**src/rtl/wb_arbiter2_pkg.sv**
```systemverilog
// Shared types and bus widths for the two-master Wishbone arbiter.
package wb_arb_pkg;

    localparam int WB_ADR_W = 30;
    localparam int WB_DAT_W = 32;
    localparam int WB_SEL_W = 4;

    typedef enum logic [0:0] {
        IDLE = 1'b0,
        BUSY = 1'b1
    } arb_state_t;

    // All inputs of one master, bundled so the owner mux is a single select.
    typedef struct packed {
        logic                cyc;
        logic                stb;
        logic                we;
        logic [WB_SEL_W-1:0] sel;
        logic [WB_ADR_W-1:0] adr;
        logic [WB_DAT_W-1:0] dat;
    } wb_req_t;

endpackage

```
**src/rtl/wb_arbiter2_pick.sv**
```systemverilog
// Combinational round-robin picker: on a tie the master not granted last time wins.
module wb_arb_pick (
    input  logic [1:0] req,
    input  logic       last,
    output logic       gnt_valid,
    output logic       gnt_idx
);

    // Pick a requester; a tie goes to the master that did not win last.
    always_comb begin
        gnt_valid = 1'b1;
        gnt_idx   = 1'b0;
        case (req)
            2'b01:   gnt_idx = 1'b0;
            2'b10:   gnt_idx = 1'b1;
            2'b11:   gnt_idx = ~last;
            default: begin
                gnt_valid = 1'b0;
                gnt_idx   = 1'b0;
            end
        endcase
    end

endmodule

```
**src/rtl/wb_arbiter2.sv**
```systemverilog
// Two-master Wishbone classic arbiter, round-robin, locked for the whole bus cycle.
// Define WB_ARB_TIMEOUT_EN to add a watchdog that terminates stb-without-ack cycles.
module wb_arbiter2
    import wb_arb_pkg::*;
#(
    parameter int TIMEOUT_CYCLES = 16
) (
    input  logic                clk,
    input  logic                rst,
    input  logic                m0_cyc_i,
    input  logic                m0_stb_i,
    input  logic                m0_we_i,
    input  logic [WB_SEL_W-1:0] m0_sel_i,
    input  logic [WB_ADR_W-1:0] m0_adr_i,
    input  logic [WB_DAT_W-1:0] m0_dat_i,
    output logic [WB_DAT_W-1:0] m0_dat_o,
    output logic                m0_ack_o,
    output logic                m0_err_o,
    input  logic                m1_cyc_i,
    input  logic                m1_stb_i,
    input  logic                m1_we_i,
    input  logic [WB_SEL_W-1:0] m1_sel_i,
    input  logic [WB_ADR_W-1:0] m1_adr_i,
    input  logic [WB_DAT_W-1:0] m1_dat_i,
    output logic [WB_DAT_W-1:0] m1_dat_o,
    output logic                m1_ack_o,
    output logic                m1_err_o,
    output logic                s_cyc_o,
    output logic                s_stb_o,
    output logic                s_we_o,
    output logic [WB_SEL_W-1:0] s_sel_o,
    output logic [WB_ADR_W-1:0] s_adr_o,
    output logic [WB_DAT_W-1:0] s_dat_o,
    input  logic                s_ack_i,
    input  logic [WB_DAT_W-1:0] s_dat_i
);

    arb_state_t state_r, state_n;
    logic       owner_r, owner_n;
    logic       last_r, last_n;
    logic       gnt_valid_s, gnt_idx_s;
    logic       busy_s, timeout_s;
    wb_req_t    req0_s, req1_s, own_s;

    assign req0_s = {m0_cyc_i, m0_stb_i, m0_we_i, m0_sel_i, m0_adr_i, m0_dat_i};
    assign req1_s = {m1_cyc_i, m1_stb_i, m1_we_i, m1_sel_i, m1_adr_i, m1_dat_i};
    assign busy_s = (state_r == BUSY);

    wb_arb_pick u_pick (
        .req       ({m1_cyc_i, m0_cyc_i}),
        .last      (last_r),
        .gnt_valid (gnt_valid_s),
        .gnt_idx   (gnt_idx_s)
    );

    // Owner input mux.
    always_comb begin
        if (owner_r) begin
            own_s = req1_s;
        end else begin
            own_s = req0_s;
        end
    end

`ifdef WB_ARB_TIMEOUT_EN
    localparam int WDG_W = $clog2(TIMEOUT_CYCLES);
    logic [WDG_W-1:0] wdg_cnt_r;

    assign timeout_s = busy_s & own_s.stb & ~s_ack_i &
                       (wdg_cnt_r == WDG_W'(TIMEOUT_CYCLES - 1));

    // Watchdog counts consecutive owner-strobe cycles without an ack.
    always_ff @(posedge clk or posedge rst) begin
        if (rst) begin
            wdg_cnt_r <= '0;
        end else if (!busy_s || s_ack_i || !own_s.stb || timeout_s) begin
            wdg_cnt_r <= '0;
        end else begin
            wdg_cnt_r <= wdg_cnt_r + WDG_W'(1);
        end
    end
`else
    assign timeout_s = 1'b0;
`endif

    // Next-state: grant in IDLE, release when the owner drops cyc or the watchdog fires.
    always_comb begin
        state_n = state_r;
        owner_n = owner_r;
        last_n  = last_r;
        case (state_r)
            IDLE: begin
                if (gnt_valid_s) begin
                    state_n = BUSY;
                    owner_n = gnt_idx_s;
                    last_n  = gnt_idx_s;
                end else begin
                    state_n = IDLE;
                end
            end
            BUSY: begin
                if (!own_s.cyc || timeout_s) begin
                    state_n = IDLE;
                end else begin
                    state_n = BUSY;
                end
            end
            default: state_n = IDLE;
        endcase
    end

    // State, owner and round-robin history registers.
    always_ff @(posedge clk or posedge rst) begin
        if (rst) begin
            state_r <= IDLE;
            owner_r <= 1'b0;
            last_r  <= 1'b1;
        end else begin
            state_r <= state_n;
            owner_r <= owner_n;
            last_r  <= last_n;
        end
    end

    // Slave side carries the owner's request only while BUSY.
    always_comb begin
        s_cyc_o = busy_s & own_s.cyc & ~timeout_s;
        s_stb_o = busy_s & own_s.stb & ~timeout_s;
        s_we_o  = busy_s & own_s.we;
        if (busy_s) begin
            s_sel_o = own_s.sel;
            s_adr_o = own_s.adr;
            s_dat_o = own_s.dat;
        end else begin
            s_sel_o = '0;
            s_adr_o = '0;
            s_dat_o = '0;
        end
    end

    assign m0_dat_o = s_dat_i;
    assign m1_dat_o = s_dat_i;
    assign m0_ack_o = s_ack_i & busy_s & ~owner_r & own_s.stb;
    assign m1_ack_o = s_ack_i & busy_s &  owner_r & own_s.stb;
    assign m0_err_o = timeout_s & ~owner_r;
    assign m1_err_o = timeout_s &  owner_r;

endmodule

```
**config.mk**
```make
export PLATFORM = sky130hd
export DESIGN_NAME = wb_arbiter2
export DESIGN_NICKNAME = d
export VERILOG_FILES = /design/src/rtl/wb_arbiter2_pkg.sv /design/src/rtl/wb_arbiter2_pick.sv /design/src/rtl/wb_arbiter2.sv
export SDC_FILE = /design/constraint.sdc
export NUM_CORES = 1
export LEC_CHECK = 0
export CAP_MARGIN = 20
export CORE_AREA = 2 2 121 123
export CTS_CLUSTER_SIZE = 28
export DETAILED_ROUTE_END_ITERATION = 10
export DIE_AREA = 0 0 123 125
export PLACE_DENSITY = 0.56
export SLEW_MARGIN = 20
export SYNTH_ARGS = -nofsm -noshare
export SYNTH_HDL_FRONTEND = slang
export SYNTH_HIERARCHICAL = 1
export SYNTH_SLANG_ARGS = --single-unit
```
**constraint.sdc**
```tcl
create_clock -name clk -period 1.91 [get_ports clk]
set_input_delay 0.573 -clock clk [delete_from_list [all_inputs] [get_ports clk]]
set_output_delay 0.573 -clock clk [all_outputs]
set_load 0.05 [all_outputs]
```
==> results.py <==
metrics = {
    "status": {
        "outcome": "finished, violations left",
        "violations": "setup timing",
    },
    "die": {
        "core_sq_um": 14200,
        "num_rows": 44,
        "die_x_microns": 123,
        "dieHeight_microns": 125,
        "start_util_pct": 13.5,
        "ios": 310,
        "design.die.area_sq_um": 15400,
    },
    "sta": {
        "hold_viol": 0,
        "period_share_pct": 108,
        "setup_violations": 70,
        "finalCriticalPeriod_ns": 2.05,
        "tns_ns": -6.95,
        "maxSlewViolCount": 0,
        "clock.fmax_mhz": 487,
        "fin_worst_skew_ns": 0.000645,
        "worst_slack_ns": -0.144,
        "rsz0062_at_grt": "true",
    },
    "setup_path": {
        "r2r_slack_ns": 0.68,
        "reg2reg_from": "owner_r$_DFFE_PP0P_",
        "timing.rr.end": "busy_s$_DFF_PP0_",
        "worstSetupStartpointType": "flip-flop",
        "end_kind": "output pin",
        "crit_type": "flip-flop to output pin",
        "crit_required_ns": 1.34,
        "crit_fanout": 20,
        "arrival_ns": 1.48,
        "r2r_cells": 3,
    },
    "clock_tree": {
        "htreeDepth": 1,
        "cts_root_buffer": "clkbuf_16",
        "path_clk_slew_ns": 0.03,
        "cts.sinks": 3,
        "clockBufferDepth": 2,
        "cts_tree": "yes",
        "clk_latency_ns": 0.22,
        "cts_buffers": 3,
    },
    "pwr": {
        "p_per_area_nw_per_um2": 1710,
        "switching_share_pct": 48.8,
        "power.internal_mw": 4.22,
        "p_clk_share_pct": 4.0,
        "p_comb_share_pct": 93.8,
        "pwr-share-seq_pct": 2.2,
        "p_switching_mw": 4.02,
        "p_leak_nw": 2.03,
        "ir_drop_v": 0.00109,
        "total_power_mw": 8.24,
    },
    "yosys": {
        "synth.avg_cell_area_sq_um": 8.15,
        "yosysTopAreaCell": "mux2i_1",
        "ys.flop_type": "dfrtp_1",
        "yosys_warnings": 6,
        "synth_cells": 236,
        "ys_types": 21,
        "synth_area_sq_um": 1920,
        "synth-async-reset-ratio_pct": 100,
        "synth-edff-count": 0,
        "synth_top_cell_area_share_pct": 35.4,
        "ys_ff_latch": 3,
        "synthTopCellsByCount": "68 x mux2i_1, 68 x nor2b_1, 66 x buf_4, 7 x buf_8, 6 x clkbuf_1",
        "synthTopCellsByArea": "mux2i_1 35%, buf_4 26%, nor2b_1 22%, buf_8 5.5%, dfrtp_1 2.6%",
        "ys_seq_area_share_pct": 3.97,
    },
    "global_route": {
        "grt_pass1_vias": 2221,
        "grt_max_degree": 39,
        "grt_usage_pct": 9.18,
        "antenna_found_initial": 0,
        "gr-total-overflow": 0,
        "grt_pass1_wl_microns": 11300,
    },
    "finish": {
        "nFillCells": 1431,
        "syn2layout_area_growth_pct": 150,
        "drive_gt1_share_pct": 45.6,
        "fin_nets": 553,
        "antenna_cells": 0,
    },
    "placed_design": {
        "dp_hpwl_microns": 6190,
        "port_buffers": 211,
        "gp_congestion": 0.743,
    },
    "route": {
        "wirelength_microns": 7580,
        "drc_errors": 0,
        "routed_via_density": 3.66,
        "drtIter0Drc": 22,
        "vias": 2063,
        "dr.pass1.iters": 4,
        "post_drt_wl_per_cell_microns": 13.5,
        "ant_nets": 0,
    },
    "job": {
        "maxCapViolCount": 0,
    },
    "min_path": {
        "hold_class": "input pin to async pin",
    },
}
-- worst max-delay path by stage --
| stage | from | endpoint | slack, ns | cells past startpoint |
|---|---|---|---|---|
| finish | owner_r$_DFFE_PP0P_ | s_dat_o[17] | -0.14 | 4 |
| global route | owner_r$_DFFE_PP0P_ | s_cyc_o | -0.19 | 4 |
| CTS | owner_r$_DFFE_PP0P_ | s_dat_o[17] | -0.17 | 4 |
| detailed placement | m1_dat_i[17] | s_dat_o[17] | -0.14 | 4 |
| global placement | m1_dat_i[19] | s_dat_o[19] | -0.15 | 4 |
| floorplan | owner_r$_DFFE_PP0P_ | s_stb_o | 0.06 | 4 |
-- worst max-delay path, cell delays in order, from the launching register on --
cell,delay [ns]
dfrtp_4,0.55
buf_12,0.20
mux2i_1,0.14
nor2b_2,0.19
buf_12,0.16
-- layout make-up --
type | count | area (sq um) | area share (%)
timing repair buffer | 220 | 2980 | 61.8
sequential | 3 | 81.3 | 1.69
clock buffer | 4 | 78.8 | 1.64
tap | 184 | 230 | 4.78
multi-input combinational | 151 | 1440 | 30.0
inverter | 1 | 3.75 | 0.0780
-- logic make-up after synthesis --
family / after synthesis / synth area share, %
buffers and inverters: 83 / 33.7
AND/OR/NAND/NOR: 76 / 24.6
multiplexers: 70 / 36.5
AO/OA/AOI/OAI: 3 / 1.04
flip-flops: 3 / 3.97
other: 1 / 0.195
-- flip-flops by register name (all words and copies together) (netlist names) --
name / flops
owner_r: 1
busy_s: 1
last_r: 1
-- repair_timing --
item                       CTS  global route
setup buffers                0             0
hold buffers                 0             0
gates resized for setup     20            19
cloned                       1             0
setup endpoints to repair   71            71
pin swaps                    3             0
-- routing by layer --
layer / global-route usage [%] / vias up / share of wire [%]
li1: - / 990 / -
met1: 9.49 / 914 / 34
met2: 17.6 / 132 / 52
met3: 2.33 / 27 / 11
met4: 3.07 / 0 / 2.6
met5: 0 / - / 0
-- power groups by stage --
stage                     combinational (mW)  sequential (mW)  clock, mW
after floorplan                         4.63            0.111          0
after global placement                  7.58            0.162          0
after detailed placement                7.63            0.165          0
after CTS                               7.75            0.187      0.335
after global routing                    8.03            0.192      0.345
final                                   7.72            0.182      0.330
-- layout by cell type, fill, tap and decap left out, types with 2 or more instances in the layout --
master,n
clkdlybuf4s50_1,120
mux2_2,2
buf_12,74
nand2_2,2
buf_6,2
clkbuf_16,3
nor2b_2,69
buf_4,2
mux2i_2,10
dlymetal6s2s_1,7
buf_16,2
nor2_4,2
conb_1,2
mux2i_1,58
dlygate4sd2_1,13
-- per-stage QoR --
step	util [%]	setup WS, ns	hold WS [ns]	instances	instance area, sq um
2_1_floorplan	-	0.0586	0.326	237	2110
3_3_place_gp	32.6	-0.151	0.606	558	4630
3_5_place_dp	32.6	-0.143	0.613	558	4630
4_1_cts	33.4	-0.170	0.614	563	4750
5_1_grt	33.9	-0.193	0.630	563	4810
6_report	33.9	-0.144	0.595	563	4810
Power figures use the tool's default switching activity.
